### src/rtl/frame_thresholder_pkg.sv
// Shared definitions for the framed-sample thresholder: default frame markers,
// FSM state encoding and trigger-mode encodings.
package frame_thresholder_pkg;

   localparam logic [15:0] START_WORD_DEF = 16'hDEAD;
   localparam logic [15:0] END_WORD_DEF   = 16'hBEEF;

   typedef enum logic [1:0] {
      ST_IDLE = 2'd0,
      ST_TS   = 2'd1,
      ST_DATA = 2'd2,
      ST_END  = 2'd3
   } fsm_state_t;

   typedef enum logic {
      MODE_ABOVE = 1'b0,
      MODE_BELOW = 1'b1
   } trig_mode_t;

endpackage

### src/rtl/frame_thresholder_run_detector.sv
// Per-lane sample qualifier: strict threshold comparison, consecutive-run counter
// and a one-shot that allows at most one accepted hit per frame.
module thr_run_detector
   import frame_thresholder_pkg::*;
#(
   parameter int DATA_W = 16,
   parameter int CNT_W  = 4
) (
   input  logic              clk,
   input  logic              rst,
   input  logic              sample_valid,
   input  logic              clear,
   input  logic              fire,
   input  logic [DATA_W-1:0] sample,
   input  logic [DATA_W-1:0] threshold,
   input  logic              trig_mode,
   input  logic [CNT_W-1:0]  min_over,
   output logic              hit
);

   logic [CNT_W-1:0] run_cnt_reg;
   logic             fired_reg;
   logic             qualify;
   logic [CNT_W:0]   need;
   logic [CNT_W:0]   run_plus;

   always_comb begin
      qualify  = (trig_mode == MODE_BELOW) ? (sample < threshold) : (sample > threshold);
      need     = (min_over == '0) ? (CNT_W+1)'(1) : {1'b0, min_over};
      run_plus = {1'b0, run_cnt_reg} + (CNT_W+1)'(1);
      // Hit only on the sample where the run first reaches the target length.
      hit      = sample_valid && qualify && (run_plus == need) && !fired_reg;
   end

   always_ff @(posedge clk or posedge rst) begin
      if (rst) begin
         run_cnt_reg <= '0;
         fired_reg   <= 1'b0;
      end else if (clear) begin
         run_cnt_reg <= '0;
         fired_reg   <= 1'b0;
      end else begin
         if (sample_valid) begin
            if (!qualify)
               run_cnt_reg <= '0;
            else if (!(&run_cnt_reg))
               run_cnt_reg <= run_cnt_reg + CNT_W'(1);
         end
         if (fire)
            fired_reg <= 1'b1;
      end
   end

endmodule

### src/rtl/frame_thresholder.sv
// Frame parser and trigger requester: tracks framed RX words, qualifies DATA
// samples through the run detector and handshakes a global trigger with holdoff.
module frame_thresholder
   import frame_thresholder_pkg::*;
#(
   parameter int              DATA_W      = 16,
   parameter int              SYNC_W      = 2,
   parameter int              FRAME_LEN   = 128,
   parameter logic [DATA_W-1:0] START_WORD = DATA_W'(START_WORD_DEF),
   parameter logic [DATA_W-1:0] END_WORD   = DATA_W'(END_WORD_DEF),
   parameter int              CNT_W       = 4,
   parameter int              HOLDOFF_CYC = 64,
   parameter int              IDX_W       = $clog2(FRAME_LEN)
) (
   input  logic              rx_std_clkout,
   input  logic              rst,
   input  logic [SYNC_W-1:0] rx_syncstatus,
   input  logic [SYNC_W-1:0] rx_datak,
   input  logic [DATA_W-1:0] RX_data,
   input  logic [DATA_W-1:0] threshold,
   input  logic              trig_mode,
   input  logic [CNT_W-1:0]  min_over,
   input  logic              Global_trigger_flag,
   output logic              set_global_trigger,
   output logic [DATA_W-1:0] time_stamp,
   output logic [IDX_W-1:0]  trig_index,
   output logic              frame_done,
   output logic [15:0]       frame_err_cnt
);

   localparam int HO_W = $clog2(HOLDOFF_CYC + 1);

   fsm_state_t        state_reg, state_next;
   logic [IDX_W-1:0]  idx_reg, idx_next;
   logic [DATA_W-1:0] ts_reg;
   logic [HO_W-1:0]   hold_reg;
   logic              set_reg;
   logic [DATA_W-1:0] time_stamp_reg;
   logic [IDX_W-1:0]  trig_index_reg;
   logic              frame_done_reg;
   logic [15:0]       err_reg;

   logic link_ok;
   logic frame_start, abort, end_ok, end_bad, ts_load;
   logic sample_valid, hit, fire;

   assign link_ok      = (&rx_syncstatus) && (rx_datak == '0);
   assign sample_valid = (state_reg == ST_DATA) && link_ok;

   always_comb begin
      state_next  = state_reg;
      idx_next    = idx_reg;
      frame_start = 1'b0;
      abort       = 1'b0;
      end_ok      = 1'b0;
      end_bad     = 1'b0;
      ts_load     = 1'b0;
      case (state_reg)
         ST_IDLE: begin
            if (link_ok && RX_data == START_WORD) begin
               state_next  = ST_TS;
               idx_next    = IDX_W'(1);
               frame_start = 1'b1;
            end
         end
         ST_TS: begin
            idx_next = idx_reg + IDX_W'(1);
            if (!link_ok) begin
               abort = 1'b1;
            end else begin
               ts_load    = 1'b1;
               state_next = ST_DATA;
            end
         end
         ST_DATA: begin
            idx_next = idx_reg + IDX_W'(1);
            if (!link_ok)
               abort = 1'b1;
            else if (idx_reg == IDX_W'(FRAME_LEN - 2))
               state_next = ST_END;
         end
         ST_END: begin
            state_next = ST_IDLE;
            idx_next   = '0;
            if (!link_ok)
               abort = 1'b1;
            else if (RX_data == END_WORD)
               end_ok = 1'b1;
            else
               end_bad = 1'b1;
         end
         default: begin
            state_next = ST_IDLE;
            idx_next   = '0;
         end
      endcase
      if (abort) begin
         state_next = ST_IDLE;
         idx_next   = '0;
      end
   end

   thr_run_detector #(
      .DATA_W (DATA_W),
      .CNT_W  (CNT_W)
   ) u_run_detector (
      .clk          (rx_std_clkout),
      .rst          (rst),
      .sample_valid (sample_valid),
      .clear        (frame_start || abort),
      .fire         (fire),
      .sample       (RX_data),
      .threshold    (threshold),
      .trig_mode    (trig_mode),
      .min_over     (min_over),
      .hit          (hit)
   );

   // The flag always wins over a same-cycle hit.
   assign fire = hit && (hold_reg == '0) && !set_reg && !Global_trigger_flag;

   always_ff @(posedge rx_std_clkout or posedge rst) begin
      if (rst) begin
         state_reg      <= ST_IDLE;
         idx_reg        <= '0;
         ts_reg         <= '0;
         hold_reg       <= '0;
         set_reg        <= 1'b0;
         time_stamp_reg <= '0;
         trig_index_reg <= '0;
         frame_done_reg <= 1'b0;
         err_reg        <= '0;
      end else begin
         state_reg      <= state_next;
         idx_reg        <= idx_next;
         frame_done_reg <= end_ok;
         if (ts_load)
            ts_reg <= RX_data;
         if (fire) begin
            set_reg        <= 1'b1;
            time_stamp_reg <= ts_reg;
            trig_index_reg <= idx_reg;
         end else if (Global_trigger_flag) begin
            set_reg <= 1'b0;
         end
         if (Global_trigger_flag)
            hold_reg <= HO_W'(HOLDOFF_CYC);
         else if (hold_reg != '0)
            hold_reg <= hold_reg - HO_W'(1);
         if ((abort || end_bad) && err_reg != 16'hFFFF)
            err_reg <= err_reg + 16'd1;
      end
   end

   assign set_global_trigger = set_reg;
   assign time_stamp         = time_stamp_reg;
   assign trig_index         = trig_index_reg;
   assign frame_done         = frame_done_reg;
   assign frame_err_cnt      = err_reg;

endmodule

### config.mk
export PLATFORM = sky130hd
export DESIGN_NAME = frame_thresholder
export DESIGN_NICKNAME = d
export VERILOG_FILES = /design/src/rtl/frame_thresholder_pkg.sv /design/src/rtl/frame_thresholder_run_detector.sv /design/src/rtl/frame_thresholder.sv
export SDC_FILE = /design/constraint.sdc
export NUM_CORES = 1
export LEC_CHECK = 0
export CORE_ASPECT_RATIO = 0.5
export CORE_MARGIN = 4
export CORE_UTILIZATION = 47
export CTS_CLUSTER_SIZE = 24
export DETAILED_ROUTE_END_ITERATION = 16
export PLACE_DENSITY_LB_ADDON = 0.25
export SYNTH_ARGS = -nofsm -noshare
export SYNTH_HDL_FRONTEND = slang
export SYNTH_HIERARCHICAL = 1
export SYNTH_SLANG_ARGS = --single-unit
### constraint.sdc
create_clock -name rx_std_clkout -period 2.65 [get_ports rx_std_clkout]
set_clock_uncertainty 0.2 [all_clocks]
set_input_delay 0.53 -clock rx_std_clkout [delete_from_list [all_inputs] [get_ports rx_std_clkout]]
set_output_delay 0.53 -clock rx_std_clkout [all_outputs]
set_load 0.005 [all_outputs]
[After elaboration in Yosys (flattened, before gate mapping)]
Cells that the tools add are included.
Widths: inputs -> output; s select.
Operators by class
  mux-type cells: 33
  magnitude comparators: 2
  reduce and logical (&&, ||, !) cells: 30
  eq/ne operators: 13
  $add $sub $neg: 5
Operator list (count)
  $eq 16x16->1 const B: 2
  $mux 7: 4
  $pmux 7 s3: 1
  $mux 4: 5
  $mux 1: 17
  $add 16x1->16 const B: 1
  $gt 16x16->1: 1
  $lt 16x16->1: 1
  $ne 16x16->1 const B: 1
  $logic_and 1x1->1: 10
  $mux 2: 5
  $ne 3x3->1 const B: 3
  $pmux 2 s4: 1
  $reduce_and 4->1: 2
  $reduce_bool 2->1: 4
  $add 7x1->7 const B: 1
  $eq 7x7->1 const B: 1
  $logic_not 7->1: 1
  $reduce_bool 7->1: 1
  $sub 7x1->7 const B: 1
  $ne 3x2->1 const B: 2
  $add 4x1->5 const B: 1
  $eq 5x5->1: 1
  $add 4x1->4 const B: 1
  other kinds (9): 15
Word-level totals
  output and inout port bits: 41
  input port bits: 44
  bits in registers: 78
  logic and storage cells: 94

[Depth between registers and ports, before layout]
Gate-level depths: netlist (run 1).
  depth after elaboration: 11
  depth in mapped cells: 13
  gate-level depth less buffers: 11

[Modules after synthesis]
The synthesis (run 1) kept the hierarchy.
Modules (own cells, without submodules)
  frame_thresholder: sequential area each 1826.8 um2, cells an instance 282, area an instance 3448.3 um2, instances 1
  thr_run_detector: sequential area each 125.1 um2, cells an instance 116, area an instance 897.1 um2, instances 1

[Worst setup path before layout (run 1)]
No wires, ideal clock.
  kind: in2reg
  from: in rx_datak[1]
  to: reg time_stamp_reg[0] (netlist: time_stamp[0])
  setup time: 0.125 ns
  data required time: 2.325 ns
  stages: 11
  path slack: -0.361 ns
  buffers on the path: 3
  data arrival time: 2.686 ns
  path through: nor4bb_1 buf_2 and2_1 buf_2 inv_2 nor4_1 nand3_1 mux2i_1 nand3_4 buf_6 mux2_4
On the way
  word-level cells in the longest chain between the ends: 9
Ends and longest elaborated chain
  start: declaration: line frame_thresholder.sv:18  | input logic [SYNC_W-1:0] rx_datak,
  $logic_not 2->1: line frame_thresholder.sv:47  | assign link_ok = (&rx_syncstatus) && (rx_datak == '0);
  $logic_and 1x1->1: line frame_thresholder.sv:47
  $logic_and 1x1->1: line frame_thresholder.sv:48  | assign sample_valid = (state_reg == ST_DATA) && link_ok;
  named net sample_valid: line frame_thresholder.sv:45  | logic sample_valid, hit, fire;
  $logic_and 1x1->1 (3 in a row): line frame_thresholder_run_detector.sv:32  | hit = sample_valid && qualify && (run_plus == need) && !fired_reg;
  named net hit: line frame_thresholder.sv:45
  $logic_and 1x1->1 (3 in a row): line frame_thresholder.sv:120  | assign fire = hit && (hold_reg == '0) && !set_reg && !Global_trigger_flag;
  end signal: assignment: line frame_thresholder.sv:141  | time_stamp_reg <= ts_reg;
  end: declaration: line frame_thresholder.sv:38  | logic [DATA_W-1:0] time_stamp_reg;
The timed path passes the listed nets, and every way through them passes these cells.
A chain may end at the register's enable or synchronous reset.

[Worst setup path in the final report (run 1)]
  from: in threshold[14]
  to: reg time_stamp_reg[0] (netlist: time_stamp[0])
On the way
  word-level cells in the longest chain between the ends: 8
  elaborated cells between the ends (all ways): 9
  those cells by class: 2 x order compare; 1 x mux; 6 x reduce/logical
Ends and longest elaborated chain
  start: declaration: line frame_thresholder.sv:20  | input logic [DATA_W-1:0] threshold,
  $gt 16x16->1 or $lt 16x16->1 (tied branches): line frame_thresholder_run_detector.sv:28  | qualify = (trig_mode == MODE_BELOW) ? (sample < threshold) : (sample > threshold);
  $mux 1 *: line frame_thresholder_run_detector.sv:28
  $logic_and 1x1->1 * (3 in a row): line frame_thresholder_run_detector.sv:32
  named net hit: line frame_thresholder.sv:45
  $logic_and 1x1->1 * (3 in a row): line frame_thresholder.sv:120
Mark *: on every way through the listed nets, which the timed path passes. The rest lies on a longest branch.

==> out/results.tsv, run 1 <==
stage	metric	value	unit
global_routing	gr-usage-all-layers	0.214	
synth	synth_edf_count	0	
clock_tree	clkTransAtPathRegs	60	ps
placement	dp.cells	639	
pwr	power.switching	1.31	mW
sta	tns	-2700	ps
clock_tree	cts_buffers	9	
clock_tree	cts_num_sinks	78	
sta	finalHoldViolCount	0	
synth	postSynth.asyncResetShare	1.00	
synth	ys_types	56	
clock_tree	clockBufferDepth	2	
placement	postPlaceCellArea	0.00584	sq mm
pwr	p_total	4.36	mW
setup_path	startpoint_type	primary input	
clock_tree	htreeDepth	3	
placement	hpwl	7860	microns
global_routing	grt_start_max_net_pins	38	
clock_tree	clk_latency	330	ps
synth	netlist_area	0.00435	sq mm
synth	yosysWarnings	6	
synth	yosysSeqAreaShare	0.449	
global_routing	grt_first_pass_wirelength	18500	microns
routing	num_vias	3611	
placement	gp_congestion	0.822	
cells_and_area	utilization	0.718	
sta	post-route-min-period	2790	ps
setup_path	critPathSlowestCell	a221o_1	
synth	ys_ff_latch	78	
cells_and_area	instances_no_fill	665	
floorplan	start_util	0.491	
pwr	irDropWorstVdd	421	uV
pwr	switching_share	0.299	
pwr	p_int	3.05	mW
min_path	min_path_type	primary input to asynchronous set/reset pin	
sta	finalMaxSlewViolations	0	
synth	postSynthAreaPerCell	10.9	sq um
floorplan	die_h	76.0	microns
clock_tree	root_buffer	clkbuf_16	
setup_path	path_max_fanout	6	
routing	drc	0	
global_routing	grt_pass1_vias	3770	
cells_and_area	final_common_cell	dfrtp_1	
sta	max_freq	358	MHz
floorplan	dieArea	0.0109	sq mm
run_status	outcome	finished with violations	
global_routing	antenna_found_initial	0	
sta	rsz0062_at_grt	true	
sta	fin_ws	-144	ps
cells_and_area	drive_gt1_frac	0.380	
pwr	powerDensity	685	mW/mm^2
routing	drt_pre_antenna_iters	4	
cells_and_area	final_cell_mix	dfrtp_1, buf_4, clkdlybuf4s50_1, nor2_1, mux2_2	
routing	routedWlPerCell	17.3	microns
floorplan	dieWidth	144	microns
cells_and_area	antennaDiodeCount	0	
synth	synthFlopType	dfrtp_1	
routing	drt_iter0_drc	190	
placement	portBuffers	84	
pwr	pwr-share-comb	0.315	
floorplan	coreArea	0.00886	sq mm
sta	slew_headroom	0.671	
pwr	p_leak	2.90	nW
global_routing	grt.overflow.total	0	
cells_and_area	finish.instance_area	0.00636	sq mm
synth	synthesis.nets	468	
floorplan	num_io_pins	85	
setup_path	path_cells	buf_6 -> inv_4 -> ha_4 -> a21oi_2 -> nand2_2 -> a221o_1 -> nor3_4 -> mux2i_2 -> nand3_4 -> buf_12 -> mux2_4	
setup_path	critPathMaxStageDelay	380	ps
setup_path	arrival	2810	ps
pwr	p_clk_frac	0.306	
cells_and_area	area_growth	46.3	%
pwr	p_seq_frac	0.379	
sta	tightestPinTransition	493	ps
routing	viasPerCell	5.43	
floorplan	num_rows	24	
routing	routed_wl	11500	microns
sta	final.period_utilization	1.05	
clock_tree	cts_tree	built	
synth	synthesis.instances	398	
routing	drtAntennaViolNets	0	
run_status	failed_checks	setup timing	
setup_path	crit_type	primary input to flip-flop	
cells_and_area	final_nets	614	
setup_path	cp_data_required_time	2660	ps
setup_path	end_kind	flip-flop	
sta	setup_viol	22	
job	cap_violations	0	
-- cell usage after synthesis, types with 2 or more instances --
master,number,share of area
nor3_1,8,0.0092
o21ai_0,19,0.022
inv_1,28,0.024
or3_2,2,0.0035
o211ai_1,3,0.0052
and3_1,4,0.0058
or4_1,2,0.0035
ha_1,26,0.075
a21o_1,2,0.0035
a21oi_1,13,0.015
xor2_1,15,0.030
and2_1,2,0.0029
clkbuf_1,2,0.0017
mux2_2,26,0.067
or3_1,2,0.0029
nand3_1,14,0.016
nor3b_1,2,0.0035
buf_2,4,0.0046
buf_6,2,0.0052
mux2i_1,7,0.016
nand4b_1,3,0.0060
xnor2_1,8,0.016
a211o_1,3,0.0060
nand4_1,10,0.014
nor4b_1,4,0.0081
nor4_1,8,0.012
nand2_1,23,0.020
nor2_1,33,0.029
mux2_4,15,0.052
nand4_2,2,0.0058
dfrtp_1,78,0.45
nor2b_1,4,0.0058
-- worst paths after layout --
kind | cells past startpoint | startpoint | slack [ps] | endpoint
worst max-delay path | 11 | threshold[14] | -140 | time_stamp[0]$_DFFE_PP0P_
worst min-delay path | 2 | rst | 250 | u_run_detector/run_cnt_reg[2]$_DFFE_PP0P_
worst max register to register | 9 | u_run_detector/run_cnt_reg[0]$_DFFE_PP0P_ | -80 | time_stamp[0]$_DFFE_PP0P_
worst min register to register | 2 | u_run_detector/fired_reg$_DFFE_PP0P_ | 300 | u_run_detector/fired_reg$_DFFE_PP0P_
max in group asynchronous | 3 | rst | 1270 | ts_reg[13]$_DFFE_PP0P_
min in group rx_std_clkout | 2 | u_run_detector/fired_reg$_DFFE_PP0P_ | 300 | u_run_detector/fired_reg$_DFFE_PP0P_
-- stage by stage --
stage	hold slack (ps)	setup WS, ps
floorplan	109	-201
global placement	272	-714
detailed placement	284	-788
CTS	251	-61.9
global route	277	-232
finish	252	-144
-- what timing repair did --
action                                  CTS  global route
pin swaps                                32            10
cloned                                    2             1
resized for setup                       145            13
setup buffers                             7             2
hold buffers                              0             0
endpoints found under the setup margin   33            24
-- power groups by stage --
| stage | sequential, mW | clock [mW] | combinational, mW |
|---|---|---|---|
| after floorplan | 1.62 | 0 | 0.834 |
| after global placement | 1.65 | 0 | 1.30 |
| after detailed placement | 1.67 | 0 | 1.33 |
| after CTS | 1.65 | 1.36 | 1.35 |
| after global routing | 1.69 | 1.42 | 1.51 |
| final | 1.65 | 1.33 | 1.37 |
-- worst max-delay path: cells and delay by family --
family | cells | cell delay [ps]
fa+ha+maj | 1 | 210
mux | 2 | 610
buf+inv | 3 | 370
compound gates | 2 | 520
simple gates | 3 | 550
-- metal layers --
layer  GRT usage  part of all wire  vias up
met2       0.358              0.49       83
met1       0.279              0.45     1797
met3      0.0489             0.044       13
met4      0.0592             0.013        0
li1            -                 -     1718
met5           0                 0        -
-- cell type report --
| type | count | area (sq um) |
|---|---|---|
| Sequential cell | 78 | 1950 |
| Fill cell | 624 | 2500 |
| Tap cell | 117 | 146 |
| Clock inverter | 4 | 70.1 |
| Clock buffer | 11 | 253 |
| Timing Repair Buffer | 144 | 1270 |
| Inverter | 29 | 116 |
| Multi-Input combinational cell | 282 | 2540 |
-- cell families (layout without fill, tap and decap cells) --
group | Yosys count | after routing | share of synthesized area
buffers and inverters | 38 | 188 | 0.0383
AND/OR/NAND/NOR | 136 | 136 | 0.180
XOR/XNOR | 23 | 23 | 0.0464
flip-flops | 78 | 78 | 0.449
multiplexers | 48 | 48 | 0.135
AO/OA/AOI/OAI | 49 | 49 | 0.0763
adder cells (fa/ha/maj) | 26 | 26 | 0.0749
Power figures use the tool's default switching activity.
==> run 2: changes to the inputs <==
Settings changed: ABC_AREA set to 1, CORE_UTILIZATION 47 to 48.
==> out/results.tsv, run 2 <==
stage	metric	value	unit	change
clock_tree	clockBufferDepth	2		unchanged
global_routing	grt_use_met1	0.275		-0.00366
pwr	irDropWorstVdd	426	uV	+1.0%
global_routing	antenna_found_initial	0		unchanged
cells_and_area	drive_gt1_frac	0.241		-0.138
pwr	p_clk_frac	0.364		+0.058
sta	tightestPinTransition	443	ps	-49.2 ps
synth	ys_top_cells_by_area	dfrtp_1, nand2_1, ha_1		
global_routing	busiest_layer	met2		
min_path	min_path_type	primary input to asynchronous set/reset pin		
job	cap_violations	0		unchanged
synth	synth_common_cells	nand2_1, inv_1, dfrtp_1		
global_routing	met2_usage	0.392		+0.0342
cells_and_area	fill_cells	620		-0.64%
routing	drt_iter0_drc	319		+68%
cells_and_area	area_growth	47.2	%	
clock_tree	cts_hold_buf	0		unchanged
synth	netlist_area	0.00456	sq mm	+4.9%
synth	synthesis.nets	665		+42%
routing	routed_wl	12600	microns	+9.3%
cells_and_area	antennaDiodeCount	0		unchanged
synth	postSynthAreaPerCell	7.66	sq um	-30%
cells_and_area	final_common_cell	nand2_1		
sta	slew_headroom	0.704		+0.0328
sta	setup_viol	0		-100%
global_routing	grt_first_pass_wirelength	20400	microns	+10%
pwr	p_seq_frac	0.332		-0.047
routing	routedWlPerCell	14.8	microns	-14%
pwr	powerDensity	705	mW/mm^2	+2.8%
synth	netlist.top_cell.by_area	dfrtp_1		
clock_tree	root_buffer	clkbuf_16		
routing	drc	0		unchanged
synth	yosys.area.top_type_share	0.428		-0.0210
cells_and_area	final_nets	795		+29%
sta	finalMaxSlewViolations	0		unchanged
floorplan	start_util	0.508		+0.0171
pwr	p_total	4.73	mW	+8.5%
sta	fin_ws	35.4	ps	+180 ps
clock_tree	cts_tree	built		
synth	yosysSeqAreaShare	0.428		-0.0210
synth	synth_edf_count	0		unchanged
global_routing	grt_start_max_net_pins	32		-16%
synth	yosysMostFrequentCell	nand2_1		
floorplan	dieWidth	146	microns	+1.3%
setup_path	end_kind	flip-flop		
synth	ys_ff_latch	78		unchanged
clock_tree	clkTransAtPathRegs	60	ps	about the same
setup_path	path_max_fanout	4		-2
placement	portBuffers	84		unchanged
clock_tree	clk_latency	330	ps	about the same
pwr	power.switching	1.49	mW	+14%
synth	synthFlopType	dfrtp_1		
cells_and_area	final_cell_mix	nand2_1, dfrtp_1, inv_1, clkdlybuf4s50_1, nor2_1		
synth	yosysWarnings	6		unchanged
synth	synthesis.instances	595		+49%
cells_and_area	multiInputGateArea	0.00259	sq mm	+1.6%
floorplan	num_rows	24		unchanged
cells_and_area	area.sequential	0.00195	sq mm	about the same
sta	finalHoldViolCount	0		unchanged
placement	gp_congestion	0.865		+5.2%
run_status	outcome	completed		
placement	post-place-ws	-537	ps	+251 ps
floorplan	dieArea	0.0112	sq mm	+2.5%
floorplan	num_io_pins	85		unchanged
floorplan	die_h	76.9	microns	+1.2%
routing	num_vias	4357		+21%
setup_path	cp_data_required_time	2710	ps	+50 ps
global_routing	gr-usage-all-layers	0.222		+0.00825
placement	hpwl	8310	microns	+5.7%
synth	ys_types	33		-41%
floorplan	coreArea	0.00898	sq mm	+1.4%
setup_path	startpoint_type	primary input		
sta	post-route-min-period	2610	ps	-180 ps
sta	max_freq	382	MHz	+6.9%
pwr	p_leak	3.33	nW	+15%
setup_path	crit_type	primary input to flip-flop		
pwr	pwr-share-comb	0.304		-0.011
global_routing	grt.overflow.total	0		unchanged
global_routing	use_met3	0.0501		+0.00116
clock_tree	htreeDepth	3		unchanged
global_routing	grt_pass1_vias	4276		+13%
setup_path	arrival	2670	ps	-140 ps
sta	final.period_utilization	0.987		-0.0678
routing	drt_pre_antenna_iters	4		unchanged
synth	postSynth.asyncResetShare	1.00		unchanged
pwr	p_int	3.24	mW	+6.1%
pwr	switching_share	0.315		+0.0152
routing	viasPerCell	5.14		-5.3%
clock_tree	cts_num_sinks	78		unchanged
clock_tree	cts_buffers	9		unchanged
routing	drtAntennaViolNets	0		unchanged
-- run 2: worst paths after layout --
kind	end	slack (ps)	cells after the start	from
worst min register to register	time_stamp[12]$_DFFE_PP0P_	280	2	ts_reg[12]$_DFFE_PP0P_
worst max register to register	u_run_detector/fired_reg$_DFFE_PP0P_	110	14	state_reg[0]$_DFFE_PP0P_
worst max-delay path	u_run_detector/fired_reg$_DFFE_PP0P_	40	19	threshold[1]
min in group rx_std_clkout	time_stamp[12]$_DFFE_PP0P_	280	2	ts_reg[12]$_DFFE_PP0P_
max in group asynchronous	hold_reg[2]$_DFFE_PP0P_	1390	3	rst
worst min-delay path	u_run_detector/run_cnt_reg[2]$_DFFE_PP0P_	260	2	rst
-- run 2: routing by layer --
metal | vias to the layer above | wire length, microns
li1 | 2153 | -
met1 | 2075 | 5360
met2 | 112 | 6450
met3 | 17 | 589
met4 | 0 | 175
met5 | - | 0
-- run 2: power groups by stage --
stage	Combinational, mW	Sequential (mW)	Clock [mW]
floorplan	0.844	1.55	0
global placement	1.28	1.57	0
detailed placement	1.32	1.58	0
CTS	1.37	1.56	1.74
global route	1.61	1.60	1.79
finish	1.44	1.57	1.72
-- run 2: stage by stage --
stage | setup TNS [ps] | util | hold slack [ps] | cell area [sq um] | std cells
after CTS | 0 | 0.723 | 250 | 6490 | 843
final | 0 | 0.747 | 255 | 6710 | 847
after global routing | -923 | 0.747 | 276 | 6710 | 847
after floorplan | 0 | - | 109 | 4560 | 595
after detailed placement | -12190 | 0.647 | 256 | 5810 | 821
after global placement | -10960 | 0.647 | 247 | 5810 | 821
-- run 2: cells by family (layout without fill, tap and decap cells) --
family                   count (synthesis)  count (layout)  synth area share
AND/OR/NAND/NOR                        323             323             0.320
buffers and inverters                   97             232            0.0843
flip-flops                              78              78             0.428
AO/OA/AOI/OAI                           55              55            0.0640
adder cells (fa/ha/maj)                 26              26            0.0714
XOR/XNOR                                13              13            0.0250
multiplexers                             3               3           0.00741
-- run 2: layout make-up --
| type | count | share of cell area |
|---|---|---|
| Clock buffer | 10 | 0.0356 |
| Clock inverter | 6 | 0.0269 |
| Inverter | 85 | 0.0483 |
| Multi-Input combinational cell | 420 | 0.385 |
| Sequential cell | 78 | 0.291 |
| Tap cell | 117 | 0.0218 |
| Timing Repair Buffer | 131 | 0.191 |
-- run 2: timing repair --
item / 4_1_cts / 5_1_grt
gates cloned: 3 / 0
endpoints found under the setup margin: 25 / 25
buffers inserted: 3 / 4
resized for setup: 61 / 101
endpoints found under the hold margin: 0 / 0
pin swaps: 10 / 34
-- run 2: critical path: stages --
cell	delay (ps)
dlygate4sd2_1	200
inv_2	40
ha_4	250
inv_1	40
o21bai_1	170
nand2_1	100
nand2_2	90
nand2_4	70
nand3_4	70
nand2_4	60
nand2_4	70
nand4_1	80
nor2_2	220
nand3_4	180
buf_6	190
clkinv_4	40
buf_4	100
nor2_2	30
nor2_1	110
==> run 3: changes to the inputs <==
Settings changed: CELL_PAD_IN_SITES_DETAIL_PLACEMENT set to 2, CELL_PAD_IN_SITES_GLOBAL_PLACEMENT set to 2, CORE_UTILIZATION 48 to 27.
==> out/results.tsv, run 3 (synthesis gave the netlist of run 2 again) <==
stage	metric	value	unit	change
run_status	outcome	completed		
pwr	powerDensity	686	mW/mm^2	-2.7%
placement	dp.cells	936		+14%
routing	drc	0		unchanged
cells_and_area	fill_cells	1848		+200%
pwr	p_int	3.02	mW	-6.8%
sta	finalMaxSlewViolations	0		unchanged
sta	post-route-min-period	2520	ps	-91.1 ps
placement	post-place-ws	-605	ps	-68.1 ps
sta	final.period_utilization	0.952		-0.0344
placement	hpwl	11100	microns	+34%
setup_path	arrival	2550	ps	-120 ps
cells_and_area	final_cell_mix	nand2_1, dfrtp_1, inv_1, clkdlybuf4s50_1, nor2_1		
pwr	p_clk_frac	0.339		-0.025
setup_path	path_max_fanout	8		+4
setup_path	crit_end	trig_index[4]$_DFFE_PP0P_		
cells_and_area	final_nets	804		+1.1%
sta	tightestPinTransition	425	ps	-18.9 ps
routing	num_vias	4438		+1.9%
global_routing	antenna_found_initial	0		unchanged
routing	viasPerCell	4.59		-11%
setup_path	r2r-end	trig_index[4]$_DFFE_PP0P_		
sta	setup_viol	0		unchanged
sta	hold_ws	270	ps	+14.9 ps
sta	max_freq	396	MHz	+3.6%
placement	portBuffers	84		unchanged
cells_and_area	area.sequential	0.00195	sq mm	unchanged
setup_path	reg2reg_depth	12		-2
setup_path	timing.reg2reg.setup_slack	190	ps	+80 ps
setup_path	critPathLaunch	RX_data[5]		
cells_and_area	antennaDiodeCount	0		unchanged
clock_tree	clkTransAtPathRegs	60	ps	about the same
cells_and_area	area_growth	47.8	%	
clock_tree	clockBufferDepth	2		unchanged
floorplan	coreArea	0.0165	sq mm	+83%
cells_and_area	final_common_cell	nand2_1		
floorplan	dieArea	0.0192	sq mm	+71%
clock_tree	cts_buffers	9		unchanged
routing	drtAntennaViolNets	0		unchanged
clock_tree	cts_num_sinks	78		unchanged
clock_tree	clk_latency	350	ps	+20 ps
cells_and_area	instances_no_fill	966		+14%
floorplan	dieWidth	192	microns	+32%
floorplan	num_rows	33		+38%
cells_and_area	drive_gt1_frac	0.223		-0.0178
global_routing	grt_first_pass_wirelength	25700	microns	+26%
pwr	power.switching	1.60	mW	+7.6%
setup_path	r2r-start	state_reg[0]$_DFFE_PP0P_		
routing	routed_wl	15500	microns	+24%
pwr	switching_share	0.346		+0.0317
setup_path	end_kind	flip-flop		
floorplan	die_h	99.9	microns	+30%
cells_and_area	multiInputGateArea	0.00250	sq mm	-3.5%
sta	slew_headroom	0.716		+0.0120
global_routing	grt_pass1_vias	5027		+18%
routing	drt_iter0_drc	100		-69%
routing	drt_pre_antenna_iters	4		unchanged
clock_tree	htreeDepth	3		unchanged
setup_path	crit_type	primary input to flip-flop		
global_routing	grt.overflow.total	0		unchanged
sta	fin_ws	126	ps	+91.1 ps
global_routing	grt_start_max_net_pins	74		+130%
pwr	p_seq_frac	0.341		+0.009
routing	routedWlPerCell	16.1	microns	+8.4%
pwr	p_total	4.62	mW	-2.3%
pwr	irDropWorstVdd	295	uV	-31%
pwr	p_leak	3.28	nW	-1.2%
global_routing	gr-usage-all-layers	0.168		-0.0537
min_path	min_path_type	primary input to asynchronous set/reset pin		
clock_tree	root_buffer	clkbuf_16		
floorplan	num_io_pins	85		unchanged
floorplan	start_util	0.277		-0.231
setup_path	startpoint_type	primary input		
clock_tree	cts_tree	built		
job	cap_violations	0		unchanged
pwr	pwr-share-comb	0.320		+0.016
sta	finalHoldViolCount	0		unchanged
placement	gp_congestion	0.807		-6.7%
setup_path	cp_data_required_time	2680	ps	-30 ps
run 3: changes by cell type in the layout (fill, tap and decap cells not counted), moves of 4 or more:
| cell | previous run | this run |
|---|---|---|
| buf_4 | 32 | 49 |
| clkbuf_2 | 17 | 7 |
| dlygate4sd2_1 | 3 | 12 |
| nand2_1 | 154 | 160 |
| nand2_4 | 11 | 6 |
| buf_12 | 6 | 2 |
| buf_6 | 7 | 3 |
| o21ai_1 | 13 | 17 |
| o21ai_2 | 7 | 3 |
run 3: timing repair:
action / in CTS / in global routing
pin swaps: 30 / 27
setup endpoints to repair: 25 / 25
gates cloned: 2 / 0
hold buffers: 0 / 0
gates resized for setup: 77 / 41
setup buffers: 7 / 5
run 3: metal layers:
layer | GRT usage | vias to the layer above | routed length (microns)
li1 | - | 2170 | -
met1 | 0.201 | 2201 | 6930
met2 | 0.315 | 56 | 8050
met3 | 0.0268 | 11 | 380
met4 | 0.0469 | 0 | 177
met5 | 0 | - | 0
run 3: power by group through the flow:
| stage | Clock, mW | Combinational [mW] | Sequential, mW |
|---|---|---|---|
| after floorplan | 0 | 0.844 | 1.55 |
| after global placement | 0 | 1.34 | 1.59 |
| after detailed placement | 0 | 1.41 | 1.60 |
| after CTS | 1.59 | 1.47 | 1.58 |
| after global routing | 1.65 | 1.67 | 1.61 |
| final | 1.57 | 1.48 | 1.58 |
run 3: worst min path at each step:
| stage | from | to | slack (ps) | cells after the start |
|---|---|---|---|---|
| 2_1_floorplan | rst | u_run_detector/fired_reg$_DFFE_PP0P_ | 110 | 1 |
| 3_3_place_gp | ts_reg[12]$_DFFE_PP0P_ | time_stamp[12]$_DFFE_PP0P_ | 250 | 2 |
| 3_5_place_dp | ts_reg[12]$_DFFE_PP0P_ | time_stamp[12]$_DFFE_PP0P_ | 260 | 2 |
| 4_1_cts | rst | u_run_detector/run_cnt_reg[0]$_DFFE_PP0P_ | 280 | 2 |
| 5_1_grt | rst | u_run_detector/run_cnt_reg[0]$_DFFE_PP0P_ | 290 | 2 |
| 6_report | rst | u_run_detector/run_cnt_reg[2]$_DFFE_PP0P_ | 270 | 2 |
run 3: layout make-up:
type                            count  share of cell area
Timing Repair Buffer              140               0.193
Tap cell                          227              0.0422
Inverter                           85              0.0492
Clock inverter                      7              0.0215
Clock buffer                        9              0.0334
Multi-Input combinational cell    420               0.371
Sequential cell                    78               0.290
run 3: through the flow:
step	util	setup TNS, ps	cell area [sq um]
2_1_floorplan	-	0	4560
3_3_place_gp	0.362	-12620	5960
3_5_place_dp	0.362	-14880	5960
4_1_cts	0.403	0	6640
5_1_grt	0.409	-357	6740
6_report	0.409	0	6740
run 3: worst max-delay path: stages:
cell,delay [ps]
dlygate4sd2_1,290
ha_4,290
nand2_1,50
nand2_1,60
nand2_1,60
nand2_1,80
nand3_2,120
nand3_2,110
nand2_2,80
nand2_4,70
nand4_1,100
nor2_2,170
nand3_4,190
buf_12,230
nand2_2,50
o21ai_1,70
